`src/rtl/psram_rx_deserializer.sv`:
```
// Receive-side PSRAM deserializer: discards the command/address bits of each
// frame, packs the remaining SO bits MSB-first into bytes and queues them in a FIFO.
module psram_rx_deserializer #(
    parameter int DEPTH = 8,
    parameter int CNT_W = 16
) (
    input  logic             sys_clk,
    input  logic             sys_reset,
    input  logic             ce_n,
    input  logic             in,
    input  logic [7:0]       skip_bits,
    output logic [7:0]       rx_data,
    output logic             rx_valid,
    input  logic             rx_ready,
    output logic             frame_done,
    output logic             frame_partial,
    output logic [CNT_W-1:0] frame_bytes,
    output logic             overflow,
    input  logic             clear_ovf
);
    localparam int AW = $clog2(DEPTH);

    typedef enum logic [1:0] {IDLE, SKIP, CAPTURE} state_t;

    state_t           state_q, state_d;
    logic             ce_q;
    logic [7:0]       skip_rem_q, skip_rem_d;
    logic [7:0]       shift_q, shift_d;
    logic [2:0]       bit_cnt_q, bit_cnt_d;
    logic [CNT_W-1:0] byte_cnt_q, byte_cnt_d;
    logic             frame_done_q, frame_done_d;
    logic             frame_partial_q, frame_partial_d;
    logic [CNT_W-1:0] frame_bytes_q, frame_bytes_d;
    logic             overflow_q, overflow_d;
    logic [AW:0]      wr_ptr_q, wr_ptr_d, rd_ptr_q, rd_ptr_d;
    logic [7:0]       rx_data_q, rx_data_d;
    logic             rx_valid_q, rx_valid_d;
    logic [7:0]       mem_q [DEPTH];
    logic [7:0]       mem_d [DEPTH];

    logic       frame_start, frame_end;
    logic       push, push_ok, pop, full;
    logic [7:0] push_byte;

    // Ends are only honoured inside a frame we actually saw start.
    assign frame_start = !ce_n && ce_q;
    assign frame_end   = ce_n && !ce_q && (state_q != IDLE);
    assign push_byte   = {shift_q[6:0], in};

    always_comb begin
        state_d         = state_q;
        skip_rem_d      = skip_rem_q;
        shift_d         = shift_q;
        bit_cnt_d       = bit_cnt_q;
        byte_cnt_d      = byte_cnt_q;
        frame_done_d    = 1'b0;
        frame_partial_d = frame_partial_q;
        frame_bytes_d   = frame_bytes_q;
        push            = 1'b0;
        case (state_q)
            IDLE: begin
                if (frame_start) begin
                    byte_cnt_d = '0;
                    if (skip_bits == 8'd0) begin
                        shift_d   = push_byte;
                        bit_cnt_d = 3'd1;
                        state_d   = CAPTURE;
                    end else begin
                        bit_cnt_d  = 3'd0;
                        skip_rem_d = skip_bits - 8'd1;
                        state_d    = (skip_bits == 8'd1) ? CAPTURE : SKIP;
                    end
                end
            end
            SKIP: begin
                if (!ce_n) begin
                    skip_rem_d = skip_rem_q - 8'd1;
                    if (skip_rem_q == 8'd1) state_d = CAPTURE;
                end
            end
            CAPTURE: begin
                if (!ce_n) begin
                    shift_d = push_byte;
                    if (bit_cnt_q == 3'd7) begin
                        push      = 1'b1;
                        bit_cnt_d = 3'd0;
                        if (byte_cnt_q != '1) byte_cnt_d = byte_cnt_q + CNT_W'(1);
                    end else begin
                        bit_cnt_d = bit_cnt_q + 3'd1;
                    end
                end
            end
            default: state_d = IDLE;
        endcase
        if (frame_end) begin
            state_d         = IDLE;
            frame_done_d    = 1'b1;
            frame_partial_d = (state_q == SKIP) || (bit_cnt_q != 3'd0);
            frame_bytes_d   = byte_cnt_q;
            bit_cnt_d       = 3'd0;
        end
    end

    // The output register lags the pointers by a cycle, so it never shows an unwritten slot.
    always_comb begin
        pop        = rx_valid_q && rx_ready;
        full       = (wr_ptr_q[AW] != rd_ptr_q[AW]) && (wr_ptr_q[AW-1:0] == rd_ptr_q[AW-1:0]);
        push_ok    = push && (!full || pop);
        wr_ptr_d   = wr_ptr_q + {{AW{1'b0}}, push_ok};
        rd_ptr_d   = rd_ptr_q + {{AW{1'b0}}, pop};
        rx_valid_d = (wr_ptr_q != rd_ptr_d);
        rx_data_d  = rx_valid_d ? mem_q[rd_ptr_d[AW-1:0]] : rx_data_q;
        overflow_d = (push && !push_ok) ? 1'b1 : (clear_ovf ? 1'b0 : overflow_q);
        mem_d      = mem_q;
        if (push_ok) mem_d[wr_ptr_q[AW-1:0]] = push_byte;
    end

    always_ff @(posedge sys_clk) begin
        mem_q <= mem_d;
    end

    // ce_q resets low so a frame already in progress at reset release is not seen as a start.
    always_ff @(posedge sys_clk) begin
        if (sys_reset) begin
            state_q         <= IDLE;
            ce_q            <= 1'b0;
            skip_rem_q      <= 8'd0;
            shift_q         <= 8'd0;
            bit_cnt_q       <= 3'd0;
            byte_cnt_q      <= '0;
            frame_done_q    <= 1'b0;
            frame_partial_q <= 1'b0;
            frame_bytes_q   <= '0;
            overflow_q      <= 1'b0;
            wr_ptr_q        <= '0;
            rd_ptr_q        <= '0;
            rx_data_q       <= 8'd0;
            rx_valid_q      <= 1'b0;
        end else begin
            state_q         <= state_d;
            ce_q            <= ce_n;
            skip_rem_q      <= skip_rem_d;
            shift_q         <= shift_d;
            bit_cnt_q       <= bit_cnt_d;
            byte_cnt_q      <= byte_cnt_d;
            frame_done_q    <= frame_done_d;
            frame_partial_q <= frame_partial_d;
            frame_bytes_q   <= frame_bytes_d;
            overflow_q      <= overflow_d;
            wr_ptr_q        <= wr_ptr_d;
            rd_ptr_q        <= rd_ptr_d;
            rx_data_q       <= rx_data_d;
            rx_valid_q      <= rx_valid_d;
        end
    end

    assign rx_data       = rx_data_q;
    assign rx_valid      = rx_valid_q;
    assign frame_done    = frame_done_q;
    assign frame_partial = frame_partial_q;
    assign frame_bytes   = frame_bytes_q;
    assign overflow      = overflow_q;
endmodule

```
`config.mk`:
```
export PLATFORM = sky130hd
export DESIGN_NAME = psram_rx_deserializer
export DESIGN_NICKNAME = d
export VERILOG_FILES = /design/src/rtl/psram_rx_deserializer.sv
export SDC_FILE = /design/constraint.sdc
export NUM_CORES = 1
export LEC_CHECK = 0
export ABC_AREA = 1
export BUFFER_PORTS_ARGS = -buffer_cell sky130_fd_sc_hd__buf_2
export CORE_MARGIN = 8
export CORE_UTILIZATION = 50
export DETAILED_ROUTE_END_ITERATION = 10
export PLACE_DENSITY = 0.74
export SETUP_SLACK_MARGIN = 0.3
export SLEW_MARGIN = 20
export SYNTH_ARGS = -nofsm -noshare
export SYNTH_HDL_FRONTEND = slang
export SYNTH_SLANG_ARGS = --single-unit
```
`constraint.sdc`:
```
create_clock -name sys_clk -period 2.4 [get_ports sys_clk]
set_input_delay 0.48 -clock sys_clk [delete_from_list [all_inputs] [get_ports sys_clk]]
set_output_delay 0.48 -clock sys_clk [all_outputs]
set_load 0.05 [all_outputs]
```
**After elaboration in Yosys (flattened, before gate mapping)**

Cells that the tools add are included.
Widths: inputs -> output; s select.

- Input port bits: 14
- Memory bits (read-only): 0
- Memory bits (writable): 0
- Memories kept: 0
- Register bits after elaboration: 137
- Bits in latches: 0

- $lt $le $gt $ge: 3
- Div/mod/pow operators: 0
- Muxes and demuxes: 36
- Shift operators: 0
- Bitwise operators: 3
- $mul: 0
- Add/sub/neg operators: 6
- Equal/unequal tests: 17
- Reduce and logical (&&, ||, !) cells: 27

Operators by type and width:

| kind | number |
|---|---|
| $bwmux 64 | 1 |
| $mux 16 | 4 |
| $mux 8 | 6 |
| $pmux 16 s2 | 1 |
| $bmux 8 s3 | 1 |
| $demux 8 s3 | 1 |
| $mux 7 | 3 |
| $add 16x1->16 const B | 1 |
| $eq 8x1->1 const B | 2 |
| $ne 16x16->1 const B | 1 |
| $ne 2x2->1 const B | 8 |
| $pmux 8 s2 | 1 |
| $sub 8x1->8 const B | 2 |
| $pmux 7 s2 | 1 |
| $reduce_and 4->1 | 3 |
| $mux 2 | 5 |
| $mux 3 | 3 |
| $add 4x1->4 | 2 |
| $ge 4x4->1 const B | 2 |
| $logic_and 1x1->1 | 8 |
| $logic_not 8->1 | 1 |
| $not 3->4 | 2 |
| $reduce_bool 2->1 | 4 |
| $mux 1 | 7 |
| 18 further kinds | 22 |

**Depth between registers and ports, before layout**

- Depth in word-level cells: 8
- Mapped depth: 14

**Worst setup path after synthesis**

OpenSTA, ideal clock, no wires.

- Path kind: reg2reg
- Start point: reg rx_valid_q, in the netlist rx_valid
- End point: reg rx_data_q[0], in the netlist rx_data[0]
- Stages on the path, launching flop included: 13
- Arrival: 2098 ps
- Path slack: 186 ps
- Cells stage by stage: dfxtp_1 -> nand2_1 -> inv_1 -> ha_1 -> ha_1 -> buf_4 -> clkinv_1 -> nand2_1 -> nand4_1 -> nor2_4 -> nand2_4 -> o21ai_0 -> nor2_1

- Word-level cells in the longest chain between the ends: 6
- Elaborated cells on any way between the ends: 7
- Those cells by class: add/sub (1); eq/ne (1); mux (3); bitwise (1); reduce/logical (1)

RTL lines:

| item | line | text |
|---|---|---|
| from (decl) | 37 | `logic rx_valid_q, rx_valid_d;` |
| from (signal assigned) | 153 | `rx_valid_q <= rx_valid_d;` |
| $logic_and 1x1->1 (*) | 106 | `pop = rx_valid_q && rx_ready;` |
| $add 4x1->4 (*) | 110 | `rd_ptr_d = rd_ptr_q + {{AW{1'b0}}, pop};` |
| via rd_ptr_d[1] | 35 | `logic [AW:0] wr_ptr_q, wr_ptr_d, rd_ptr_q, rd_ptr_d;` |
| $not 3->4 (implied by the code) | 112 | `rx_data_d = rx_valid_d ? mem_q[rd_ptr_d[AW-1:0]] : rx_data_q;` |
| $bmux 8 s3 | 112 |  |
| $mux 8 (implied by the code) (2 in series) | 112 |  |
| to (signal assigned) | 152 | `rx_data_q <= rx_data_d;` |
| to (decl) | 36 | `logic [7:0] rx_data_q, rx_data_d;` |

Mark *: on every way through the listed nets, which the timed path passes. The rest lies on a longest branch. The select of a mux whose other input is x is not followed.
A chain may end at the register's enable or synchronous reset.

**Worst setup path after layout**

- Start point: reg bit_cnt_q[0]
- End point: reg mem_q[49] (netlist name), enable pin

- Word-level cells in the longest chain between the ends: 5

RTL lines:

| item | line | text |
|---|---|---|
| from (decl) | 29 | `logic [2:0] bit_cnt_q, bit_cnt_d;` |
| from (signal assigned) | 144 | `bit_cnt_q <= bit_cnt_d;` |
| $eq 3x3->1 | 84 | `if (bit_cnt_q == 3'd7) begin` |
| $mux 1 | 84 |  |
| $mux 1 | 82 | `if (!ce_n) begin` |
| $mux 1 | 60 | `case (state_q)` |
| $logic_and 1x1->1 | 108 | `push_ok = push && (!full \|\| pop);` |
| to (signal assigned) | 119 | `mem_q <= mem_d;` |
| to (decl) | 38 | `logic [7:0] mem_q [DEPTH];` |

No other way between the ends.

==> impl_metrics.json <==
{
  "finalCritPeriodShare_pct": 83.3,
  "setup_ws_ns": 0.402,
  "dieWidth_um": 128,
  "synth-edff-count": 64,
  "root_buffer": "clkbuf_16",
  "reg2reg_slack_ns": 0.40,
  "grt_max_degree": 34,
  "cp_max_fo": 9,
  "crit_type": "flop to flop",
  "ys.flop_type": "dfxtp_1",
  "holdCritStartpoint": "clear_ovf",
  "p_leak_nw": 3.00,
  "clkTransAtPathRegs_ns": 0.06,
  "tightest_slew_ns": 0.485,
  "synthArstFlopShare_pct": 0,
  "worst_r2r_path_depth": 7,
  "hold_viol": 0,
  "areaGrowthSynthToFinish_pct": 19.1,
  "maxCapViolCount": 0,
  "drt_first_pass_iters": 6,
  "r2r_end": "mem_q[49]",
  "cts_hold_buffers": 0,
  "hp-class": "primary input to flop",
  "grt_use_total_pct": 18.5,
  "final_area_um2": 7430,
  "antenna_cells": 0,
  "grt_overflow": 0,
  "worstSetupStartpointType": "flop",
  "arrival_ns": 2.13,
  "std_cell_rows": 40,
  "max_freq_mhz": 500,
  "hpwl_um": 10200,
  "vias": 5228,
  "drv_slew": 0,
  "peakVddDrop_mv": 0.429,
  "grt_pass1_vias": 5033,
  "ios": 42,
  "final_cells": 973,
  "initial_core_util_pct": 51.5,
  "place.gp.congestion": 0.901,
  "cp_common_cell": "ha_1",
  "critical_path.startpoint": "bit_cnt_q[0]",
  "seq_area_frac_synth_pct": 54.3,
  "drive_above_1_share_pct": 15.8,
  "drt_iter0_markers": 611,
  "ys_ff_latch": 137,
  "utilization_pct": 61.3,
  "vias_per_cell": 5.37,
  "skew_ns": 0.00663,
  "wire_per_inst_um": 15.3,
  "r2r_start": "bit_cnt_q[0]",
  "dpl-instance-area_um2": 6710,
  "rsz0062_at_grt": "true",
  "ant_nets": 0,
  "grt_antenna_before_repair": 0,
  "holdPathEnd": "overflow",
  "critical_path.max_stage_delay_ns": 0.36,
  "hold_ws_ns": 0.307,
  "dp_slack_ns": 0.192,
  "end_kind": "flop",
  "slew_headroom_pct": 67.4,
  "htree_levels": 4,
  "cp_cell_sequence": "ha_1 -> ha_1 -> inv_1 -> nor3_4 -> nand2_2 -> nor3_1 -> buf_4",
  "setup_viol": 0,
  "drc": 0,
  "grt_pass1_wl_um": 24200,
  "dieArea_um2": 16300,
  "p_total_mw": 5.67,
  "cp_slowest_cell": "dfxtp_1",
  "synth_area_per_cell_um2": 8.55,
  "clk_path_buf_depth": 2,
  "cts_buffers": 17,
  "place_inst": 937,
  "nets": 819,
  "p_per_area_nw_per_um2": 763,
  "routed_wl_um": 14900,
  "status": "complete, no violations",
  "synth_nets": 756,
  "cts_tree": "done",
  "core-area_um2": 12100,
  "setup_tns_ns": 0,
  "period_minus_slack_ns": 2.00,
  "clk_latency_ns": 0.42,
  "cp.required_ns": 2.53,
  "yosys_warnings": 0,
  "synth_area_um2": 6240,
  "cts_num_sinks": 137,
  "portBuffers": 41,
  "netlist_instances": 729,
  "min_delay_path_depth": 4,
  "die_h_um": 128,
  "yosysUniqueCellTypes": 45
}
[placed cells by master, fill, tap and decap left out, drive strengths merged]
master / synthesis / final
a211oi: 1 / 1
a21oi: 33 / 33
a22o: 3 / 3
a22oi: 1 / 1
a31oi: 3 / 3
and2: 1 / 1
buf: 8 / 66
bufinv: 0 / 6
clkbuf: 14 / 17
clkinv: 1 / 6
clkinvlp: 0 / 3
dfxtp: 73 / 73
edfxtp: 64 / 64
ha: 13 / 13
inv: 67 / 68
mux2i: 1 / 1
nand2: 151 / 151
nand3: 47 / 47
nand3b: 1 / 1
nand4: 10 / 10
nor2: 121 / 121
nor3: 15 / 15
nor3b: 2 / 2
o211ai: 1 / 1
o21a: 1 / 1
o21ai: 79 / 79
o22ai: 6 / 6
or2: 2 / 2
xnor2: 4 / 4
xor2: 6 / 6
[synth_stat cells (2+ instances only)]
cell | instances | share of area, %
nand2_1 | 145 | 8.7
nor2_1 | 117 | 7.0
o21ai_0 | 78 | 6.3
dfxtp_1 | 73 | 23
edfxtp_1 | 64 | 31
inv_1 | 64 | 3.9
nand3_1 | 47 | 3.8
a21oi_1 | 31 | 2.5
clkbuf_1 | 14 | 0.84
nor3_1 | 14 | 1.1
ha_1 | 13 | 2.6
nand4_1 | 9 | 0.90
o22ai_1 | 6 | 0.60
buf_2 | 5 | 0.40
nand2_2 | 5 | 0.50
xor2_1 | 5 | 0.70
a22o_1 | 3 | 0.42
a31oi_1 | 3 | 0.30
buf_4 | 2 | 0.24
inv_2 | 2 | 0.12
nor2_4 | 2 | 0.36
nor3b_1 | 2 | 0.24
or2_2 | 2 | 0.20
xnor2_1 | 2 | 0.28
[flip-flops by register name, summed over array words and instances (netlist names)]
| register | cells |
|---|---|
| bit_cnt_q | 3 |
| byte_cnt_q | 16 |
| ce_q | 1 |
| frame_bytes | 16 |
| frame_done | 1 |
| frame_partial | 1 |
| mem_q | 64 |
| overflow | 1 |
| rd_ptr_q | 4 |
| rx_data | 8 |
| rx_valid | 1 |
| shift_q | 7 |
| skip_rem_q | 8 |
| state_q | 2 |
| wr_ptr_q | 4 |
[worst max-delay path by stage]
stage,slack (ns),end,cells after the start
after CTS,0.35,mem_q[51],8
after global routing,0.30,mem_q[51],7
final,0.40,mem_q[49],7
after global placement,0.21,mem_q[61],7
after detailed placement,0.19,rx_data[3],12
after floorplan,0.29,mem_q[0],7
[layout make-up]
cell class                 count  area [um^2]
timing repair buffer          66          393
multi-input combinational    502         2500
clock inverter                15          248
clock buffer                  17          425
sequential                   137         3390
inverter                      68          263
tap                          168          210
fill                         964         4680
[where the power goes]
part           internal, mW  total (mW)  leakage (nW)  switching (mW)
Sequential             2.44        2.46          1.18          0.0155
Combinational        0.0747       0.238          1.49           0.163
Clock                  1.95        2.97         0.323            1.02
[repair_timing]
action | CTS | global route
resized for setup | 3 | 2
endpoints found under the setup margin | 67 | 70
setup buffers | 3 | 1
gates cloned | 0 | 0
pin swaps | 2 | 2
hold endpoints to repair | 0 | 0
[logic make-up after synthesis]
family | synth area share [%]
muxes | 0.161
buffers and inverters | 5.80
DFF | 54.3
and+or+nand+nor | 24.1
AOI/OAI and AO/OA | 11.2
adders and majority gates | 2.61
xor gates and xnor gates | 1.95
[metal layers]
| layer | vias to the layer above | part of all wire (%) | routed length, um | track usage (%) |
|---|---|---|---|---|
| met1 | 2441 | 44 | 6550 | 23.3 |
| li1 | 2560 | - | - | - |
| met2 | 200 | 48 | 7160 | 30.7 |
| met3 | 27 | 6.2 | 918 | 3.58 |
| met5 | - | 0 | 0 | 0 |
| met4 | 0 | 1.6 | 238 | 7.48 |
[critical path: cells and delay by family, from the launching register on]
kind	cells	cell delay [ns]
DFF	1	0.36
and+or+nand+nor	3	0.69
buffers and inverters	2	0.33
adders and majority gates	2	0.31
Power figures use the tool's default switching activity.
